$ cat src/rtl/xgriscv_mem_stage.sv
// rtl/xgriscv_mem_stage.sv - memory-access stage: aligned B/H/W loads and stores over a req/gnt/rvalid port
module xgriscv_mem_stage #(
    parameter int XLEN = 32,
    parameter int AW   = 32
) (
    input  logic            clk,
    input  logic            reset,
    input  logic            ex_valid,
    output logic            ex_ready,
    input  logic [XLEN-1:0] ex_aluout,
    input  logic [XLEN-1:0] ex_wdata,
    input  logic            ex_memread,
    input  logic            ex_memwrite,
    input  logic [2:0]      ex_funct3,
    input  logic [4:0]      ex_rd,
    input  logic            ex_regwrite,
    output logic            dm_req,
    output logic            dm_we,
    output logic [AW-1:0]   dm_addr,
    output logic [XLEN-1:0] dm_wdata,
    output logic [3:0]      dm_wstrb,
    input  logic            dm_gnt,
    input  logic            dm_rvalid,
    input  logic [XLEN-1:0] dm_rdata,
    output logic            wb_valid,
    output logic [XLEN-1:0] wb_data,
    output logic [4:0]      wb_rd,
    output logic            wb_regwrite,
    output logic            wb_misalign
);

    typedef enum logic [1:0] {S_IDLE, S_REQ, S_WAIT} state_t;

    state_t          state;
    state_t          state_nxt;

    logic [XLEN-1:0] lat_aluout;
    logic [2:0]      lat_funct3;
    logic [4:0]      lat_rd;
    logic            lat_regwrite;
    logic            lat_store;

    logic            accept;
    logic            is_mem;
    logic            is_store;
    logic            size_byte;
    logic            size_half;
    logic            misalign;
    logic [3:0]      wstrb_nxt;
    logic [XLEN-1:0] wdata_nxt;
    logic [7:0]      byte_sel;
    logic [15:0]     half_sel;
    logic [XLEN-1:0] load_data;

    assign ex_ready  = (state == S_IDLE);
    assign accept    = ex_valid && ex_ready;
    assign is_mem    = ex_memread || ex_memwrite;
    assign is_store  = ex_memwrite && !ex_memread;
    // funct3[1:0] picks size; every encoding other than 00/01 behaves as a word
    assign size_byte = (ex_funct3[1:0] == 2'b00);
    assign size_half = (ex_funct3[1:0] == 2'b01);
    assign misalign  = is_mem && ((size_half && ex_aluout[0]) ||
                                  (!size_half && !size_byte && (ex_aluout[1:0] != 2'b00)));

    always_comb begin
        wstrb_nxt = 4'b0000;
        wdata_nxt = ex_wdata;
        if (size_byte) begin
            wdata_nxt = {4{ex_wdata[7:0]}};
            wstrb_nxt = 4'b0001 << ex_aluout[1:0];
        end else if (size_half) begin
            wdata_nxt = {2{ex_wdata[15:0]}};
            wstrb_nxt = 4'b0011 << ex_aluout[1:0];
        end else begin
            wstrb_nxt = 4'b1111;
        end
        if (!is_store) begin
            wstrb_nxt = 4'b0000;
        end
    end

    assign byte_sel = dm_rdata[{lat_aluout[1:0], 3'b000} +: 8];
    assign half_sel = dm_rdata[{lat_aluout[1], 4'b0000} +: 16];

    always_comb begin
        load_data = dm_rdata;
        if (lat_funct3[1:0] == 2'b00) begin
            load_data = {{(XLEN-8){byte_sel[7] && !lat_funct3[2]}}, byte_sel};
        end else if (lat_funct3[1:0] == 2'b01) begin
            load_data = {{(XLEN-16){half_sel[15] && !lat_funct3[2]}}, half_sel};
        end
    end

    always_ff @(posedge clk) begin
        if (reset) begin
            state <= S_IDLE;
        end else begin
            state <= state_nxt;
        end
    end

    always_comb begin
        state_nxt = state;
        case (state)
            S_IDLE: if (accept && is_mem && !misalign) state_nxt = S_REQ;
            S_REQ:  if (dm_gnt) state_nxt = lat_store ? S_IDLE : S_WAIT;
            S_WAIT: if (dm_rvalid) state_nxt = S_IDLE;
            default: state_nxt = S_IDLE;
        endcase
    end

    always_ff @(posedge clk) begin
        if (reset) begin
            dm_req       <= 1'b0;
            dm_we        <= 1'b0;
            dm_addr      <= '0;
            dm_wdata     <= '0;
            dm_wstrb     <= 4'b0000;
            wb_valid     <= 1'b0;
            wb_data      <= '0;
            wb_rd        <= 5'd0;
            wb_regwrite  <= 1'b0;
            wb_misalign  <= 1'b0;
            lat_aluout   <= '0;
            lat_funct3   <= 3'b000;
            lat_rd       <= 5'd0;
            lat_regwrite <= 1'b0;
            lat_store    <= 1'b0;
        end else begin
            wb_valid    <= 1'b0;
            wb_regwrite <= 1'b0;
            wb_misalign <= 1'b0;
            case (state)
                S_IDLE: begin
                    if (accept) begin
                        lat_aluout   <= ex_aluout;
                        lat_funct3   <= ex_funct3;
                        lat_rd       <= ex_rd;
                        lat_regwrite <= ex_regwrite;
                        lat_store    <= is_store;
                        if (is_mem && !misalign) begin
                            dm_req   <= 1'b1;
                            dm_we    <= is_store;
                            dm_addr  <= {ex_aluout[AW-1:2], 2'b00};
                            dm_wdata <= wdata_nxt;
                            dm_wstrb <= wstrb_nxt;
                        end else begin
                            wb_valid    <= 1'b1;
                            wb_data     <= ex_aluout;
                            wb_rd       <= ex_rd;
                            wb_regwrite <= ex_regwrite && !misalign;
                            wb_misalign <= misalign;
                        end
                    end
                end
                S_REQ: begin
                    if (dm_gnt) begin
                        dm_req <= 1'b0;
                        dm_we  <= 1'b0;
                        if (lat_store) begin
                            wb_valid <= 1'b1;
                            wb_data  <= lat_aluout;
                            wb_rd    <= lat_rd;
                        end
                    end
                end
                S_WAIT: begin
                    if (dm_rvalid) begin
                        wb_valid    <= 1'b1;
                        wb_data     <= load_data;
                        wb_rd       <= lat_rd;
                        wb_regwrite <= lat_regwrite;
                    end
                end
                default: ;
            endcase
        end
    end

endmodule

$ cat config.mk
export PLATFORM = sky130hd
export DESIGN_NAME = xgriscv_mem_stage
export DESIGN_NICKNAME = d
export VERILOG_FILES = /design/src/rtl/xgriscv_mem_stage.sv
export SDC_FILE = /design/constraint.sdc
export NUM_CORES = 1
export LEC_CHECK = 0
export ABC_AREA = 1
export BUFFER_PORTS_ARGS = -buffer_cell sky130_fd_sc_hd__buf_2
export CAP_MARGIN = 20
export CORE_MARGIN = 10
export CORE_UTILIZATION = 45
export CTS_CLUSTER_DIAMETER = 150
export DETAILED_ROUTE_END_ITERATION = 10
export PLACE_DENSITY = 0.68
export SYNTH_ARGS = -nofsm -noshare
export SYNTH_HDL_FRONTEND = slang
export SYNTH_SLANG_ARGS = --single-unit
export TNS_END_PERCENT = 100
$ cat constraint.sdc
create_clock -name clk -period 2.65 [get_ports clk]
set_input_delay 0.53 -clock clk [delete_from_list [all_inputs] [get_ports clk]]
set_output_delay 0.53 -clock clk [all_outputs]
set_load 0.005 [all_outputs]
# == After elaboration in Yosys (flattened, before gate mapping) ==
# Cells that the tools add are included.
# totals
ff_bits,152
in_bits,112
wordCells,105
out_inout_bits,111
# op_classes
mux,41
eq_ne,11
n_reduce_logical,31
n_shift,4
bitwise,2
# ops
cell,n
32-bit two-way mux,9
32-bit case mux with 3 select lines,1
32-bit by 6-bit variable part select with 16-bit output,1
32-bit by 6-bit variable part select with 8-bit output,1
5-bit two-way mux,5
5-bit case mux with 3 select lines,1
1-bit two-way mux,13
1-bit logical AND,12
4-bit two-way mux,3
2-bit two-way mux,4
2-bit inequality test (second input constant),4
2-bit by 1-bit equality test with 1-bit output (second input constant),3
2-bit zero test,3
2-bit by 1-bit inequality test with 1-bit output (second input constant),3
1-bit case mux with 2 select lines,3
2-bit case mux with 3 select lines,1
3-bit AND reduction,2
6-bit AND reduction,1
1-bit zero test,5
4-bit AND reduction,1
2-bit nonzero test,2
4-bit OR reduction,1
1-bit by 2-bit << shifter with 4-bit output (first input constant),1
2-bit by 2-bit << shifter with 4-bit output (first input constant),1
6 further kinds,8

# == Longest topological paths before layout ==
# logic_depth
depth_word,11
depth_mapped,14
ltp_nobuf,11

# == Worst setup path before layout ==
# Ideal clock, no wire load.
# synth_timing
path_kind,input -> register
start,in ex_aluout[1]
end,reg wb_rd[4]
path_buffers,1
path_stages,10
arrival_ps,1616
path_slack_ps,918
path_cell_list,inv_1 -> ha_1 -> inv_1 -> nand2_1 -> nand4_1 -> nand2_1 -> clkinv_1 -> buf_2 -> nor2_1 -> nor2_1
# synth_between
elab_chain_cells,8
# synth_lines
element,line_no,text
from (decl),10,"input logic [XLEN-1:0] ex_aluout,"
2-bit nonzero test,63,(!size_half && !size_byte && (ex_aluout[1:0] != 2'b00)));
1-bit logical AND,63,
1-bit logical OR,62,assign misalign = is_mem && ((size_half && ex_aluout[0]) ||
1-bit logical AND,62,
1-bit zero test,141,if (is_mem && !misalign) begin
1-bit logical AND,141,
2-bit inequality test (no line),--,
6-bit AND reduction (no line),--,
to (signal assigned),150,wb_rd <= ex_rd;
to (signal assigned),163,wb_rd <= lat_rd;
to (signal assigned),171,wb_rd <= lat_rd;
to (decl),27,"output logic [4:0] wb_rd,"
# No other way between the ends.
# A chain may end at the register's enable or synchronous reset.

# == Worst setup path after layout ==
# layout_timing
start,reg state[0]
end,reg dm_we
# layout_between
elab_chain_cells,4
elab_cells_between_ends,9
# layout_lines
element,line_no,text
from (decl),34,state_t state;
from (signal assigned),98,state <= state_nxt;
2-bit zero test,"55, 133",
1-bit logical AND,56,assign accept = ex_valid && ex_ready;
2-bit by 1-bit inequality test with 1-bit output (no line),--,
4-bit AND reduction (no line),--,
to (signal assigned),143,dm_we <= is_store;
to (decl),18,"output logic dm_we,"
# Several ways; a longest one is shown, not always the timed one.

==> metrics.cfg <==
[finish]
final_cell_count_no_fill=1535
fin_nets=1423
area_growth_pct=23.8
final_layout_size_suffix_gt1_frac=0.227

[cts]
cts.sinks=152
clk_latency_ps=430
cts_resized=0
cts_root_buf=clkbuf_16
clockBufferDepth=2
cts_tree=built
clk_pin_slew_ps=60
cts_setup_buffers=0
htreeDepth=4
cts_inserted_buffers=17
hold_buffers=0

[sta]
fmax_mhz=449
max-slew-margin-rel=0.516
layout_min_cycle_time_ps=2220
setup_tns_ps=0
rsz0062_at_grt=false
whs_ps=359
setup_violations=0
drv_slew=0
hold_viol=0
fin_crit_sh=0.840
tightest_slew_ps=726
fin_worst_skew_ps=13.6

[place]
hpwl_um=17700
place_inst=1500
place_congestion=0.922
portBuffers=220

[global_routing]
antenna_found_initial=2
grt_max_degree=67
first_global_vias=7580
overflow=0
grt_pass1_wl_um=39500
grt.total_usage=0.221

[yosys]
ys_types=29
yosysWarnings=0
ys_ff_latch=152
synth_area_per_cell_sq_um=6.60
syn_area_sq_um=7420
synth-seq-area-share=0.410
syn_inst=1123

[routing]
postRouteAntennaNets=0
firstDrtPassIters=5
vias_per_cell=5.12
wirelength_um=24700
wl_met2_um=11300
wl_met3_um=2060
dr.first_iter.drc_count=733
post_drt_wl_per_cell_um=16.1
met1_length_um=11000
vias=7862
drc=0
highest_layer=met5

[setup_path]
slowest_stage=buf_4
crit_type=reg2reg
start_kind=flip-flop
path_max_fanout=51
crit_top_cell=nand2_1
max_stage_delay_ps=510
path_cells=inv_1 > ha_1 > nand2_2 > inv_2 > nand4_4 > buf_4 > nand2_1 > nand2_1 > nand2_1 > a21oi_1
crit_family=buffers and inverters
crit_path_end_kind=flip-flop
arrival_ps=2570
cp.required_ps=2990
crit_buf_inv=3

[power_and_ir_drop]
p_per_area_nw_per_um2=975
max-vdd-ir-drop_uv=558
p_leak_nw=4.32

[status]
status=finished, final reports clean

[floorplanning]
core_sq_um=16000
die_area_sq_um=22000
die_x_um=148
start_util=0.463
fp.dieH_um=148
num_rows=46
io_pins=223

[job]
maxCapViolations=0

[hold_path]
min_path_type=in2reg

-- per-layer routing --
layer / global-route usage / vias to the layer above
met5: 0 / -
met4: 0.0704 / 2
met3: 0.0719 / 37
met2: 0.350 / 263
met1: 0.278 / 3566
li1: - / 3994
-- registers in the layout (all words and copies together), names as in the netlist, 2 cells and up --
name        flops
dm_wstrb        4
lat_funct3      3
wb_data        32
wb_rd           5
lat_aluout     32
state           2
dm_addr        30
lat_rd          5
dm_wdata       32
-- report_power, final --
group          total [W]  switching [W]  internal, W
Combinational    0.00339        0.00219      0.00120
Clock            0.00252       0.000942      0.00157
Sequential       0.00305       0.000260      0.00279
-- worst paths after layout --
path,startpoint,endpoint,slack [ps],cells after the start
setup / recovery,state[0]$_SDFFE_PP0P_,dm_we$_SDFFE_PP0P_,430,10
hold / removal,ex_aluout[5],dm_addr[5]$_SDFFE_PP0P_,360,3
setup reg to reg,state[0]$_SDFFE_PP0P_,dm_we$_SDFFE_PP0P_,430,10
hold reg to reg,dm_wdata[30]$_SDFFE_PP0P_,dm_wdata[30]$_SDFFE_PP0P_,460,2
-- cell usage after synthesis, drive strengths merged --
cell type  number  share of area
or2             1        0.00084
a31oi          17          0.014
nor2          167          0.088
nand4           2         0.0037
nand2         329           0.17
nor3            4         0.0027
inv            47          0.024
a21oi         131          0.089
conb            1        0.00051
o311ai          1         0.0012
clkbuf         45          0.023
nand3          89          0.062
clkinv          2         0.0010
buf            38          0.035
a211oi          7         0.0071
dfxtp         152           0.41
ha              8          0.013
nand3b          2         0.0020
o21ai          80          0.054
-- stage by stage --
stage	power (W)	cell area, sq um	util	setup slack (ps)
floorplan	0.00542	7420	-	918
global placement	0.00644	8560	0.535	301
detailed placement	0.00649	8560	0.535	242
CTS	0.00903	9170	0.573	474
global route	0.00963	9170	0.573	275
finish	0.00895	9180	0.574	425
-- cells in the final DEF (no fill, tap or decap) --
cell	synthesis	final
a211oi_1	7	7
a21oi_1	130	130
a21oi_2	1	1
a31oi_1	17	17
buf_12	0	2
buf_2	15	219
buf_4	13	22
bufinv_16	0	3
clkbuf_1	45	3
clkbuf_16	0	17
clkbuf_8	0	4
clkinv_1	2	2
clkinv_2	0	2
clkinv_4	0	1
clkinvlp_4	0	1
conb_1	1	2
dfxtp_1	152	152
diode_2	0	4
ha_1	8	8
inv_1	40	39
inv_2	7	8
nand2_1	326	325
nand2_2	3	4
nand3_1	86	86
nand3_2	3	3
nand3b_1	2	2
nand4_1	1	1
nand4_4	1	1
nor2_1	156	156
nor2_2	11	11
nor3_1	4	4
o21ai_0	71	71
o21ai_1	9	9
o311ai_1	1	1
or2_1	1	1
-- kinds of logic after synthesis --
family,after synthesis,share of synthesized area
compound gates,236,0.166
simple gates,594,0.327
flops,152,0.410
other cells,1,0.000506
fa+ha+maj,8,0.0135
buf+inv,132,0.0830
-- final cells by class --
cell class / count / area (sq um)
repair buffers: 243 / 1300
fillers: 1636 / 6820
multi-input cells: 840 / 3760
well taps: 216 / 270
clock buffers: 24 / 492
diodes: 4 / 10.0
flip-flops and latches: 152 / 3040
inverters: 49 / 184
clock inverters: 7 / 116
-- tightest hold or removal path, cell delays in order --
cell and delay [ps]:
buf_2 100, nand2_1 50, a21oi_1 50
No activity file was read; power rests on OpenSTA's default activity.
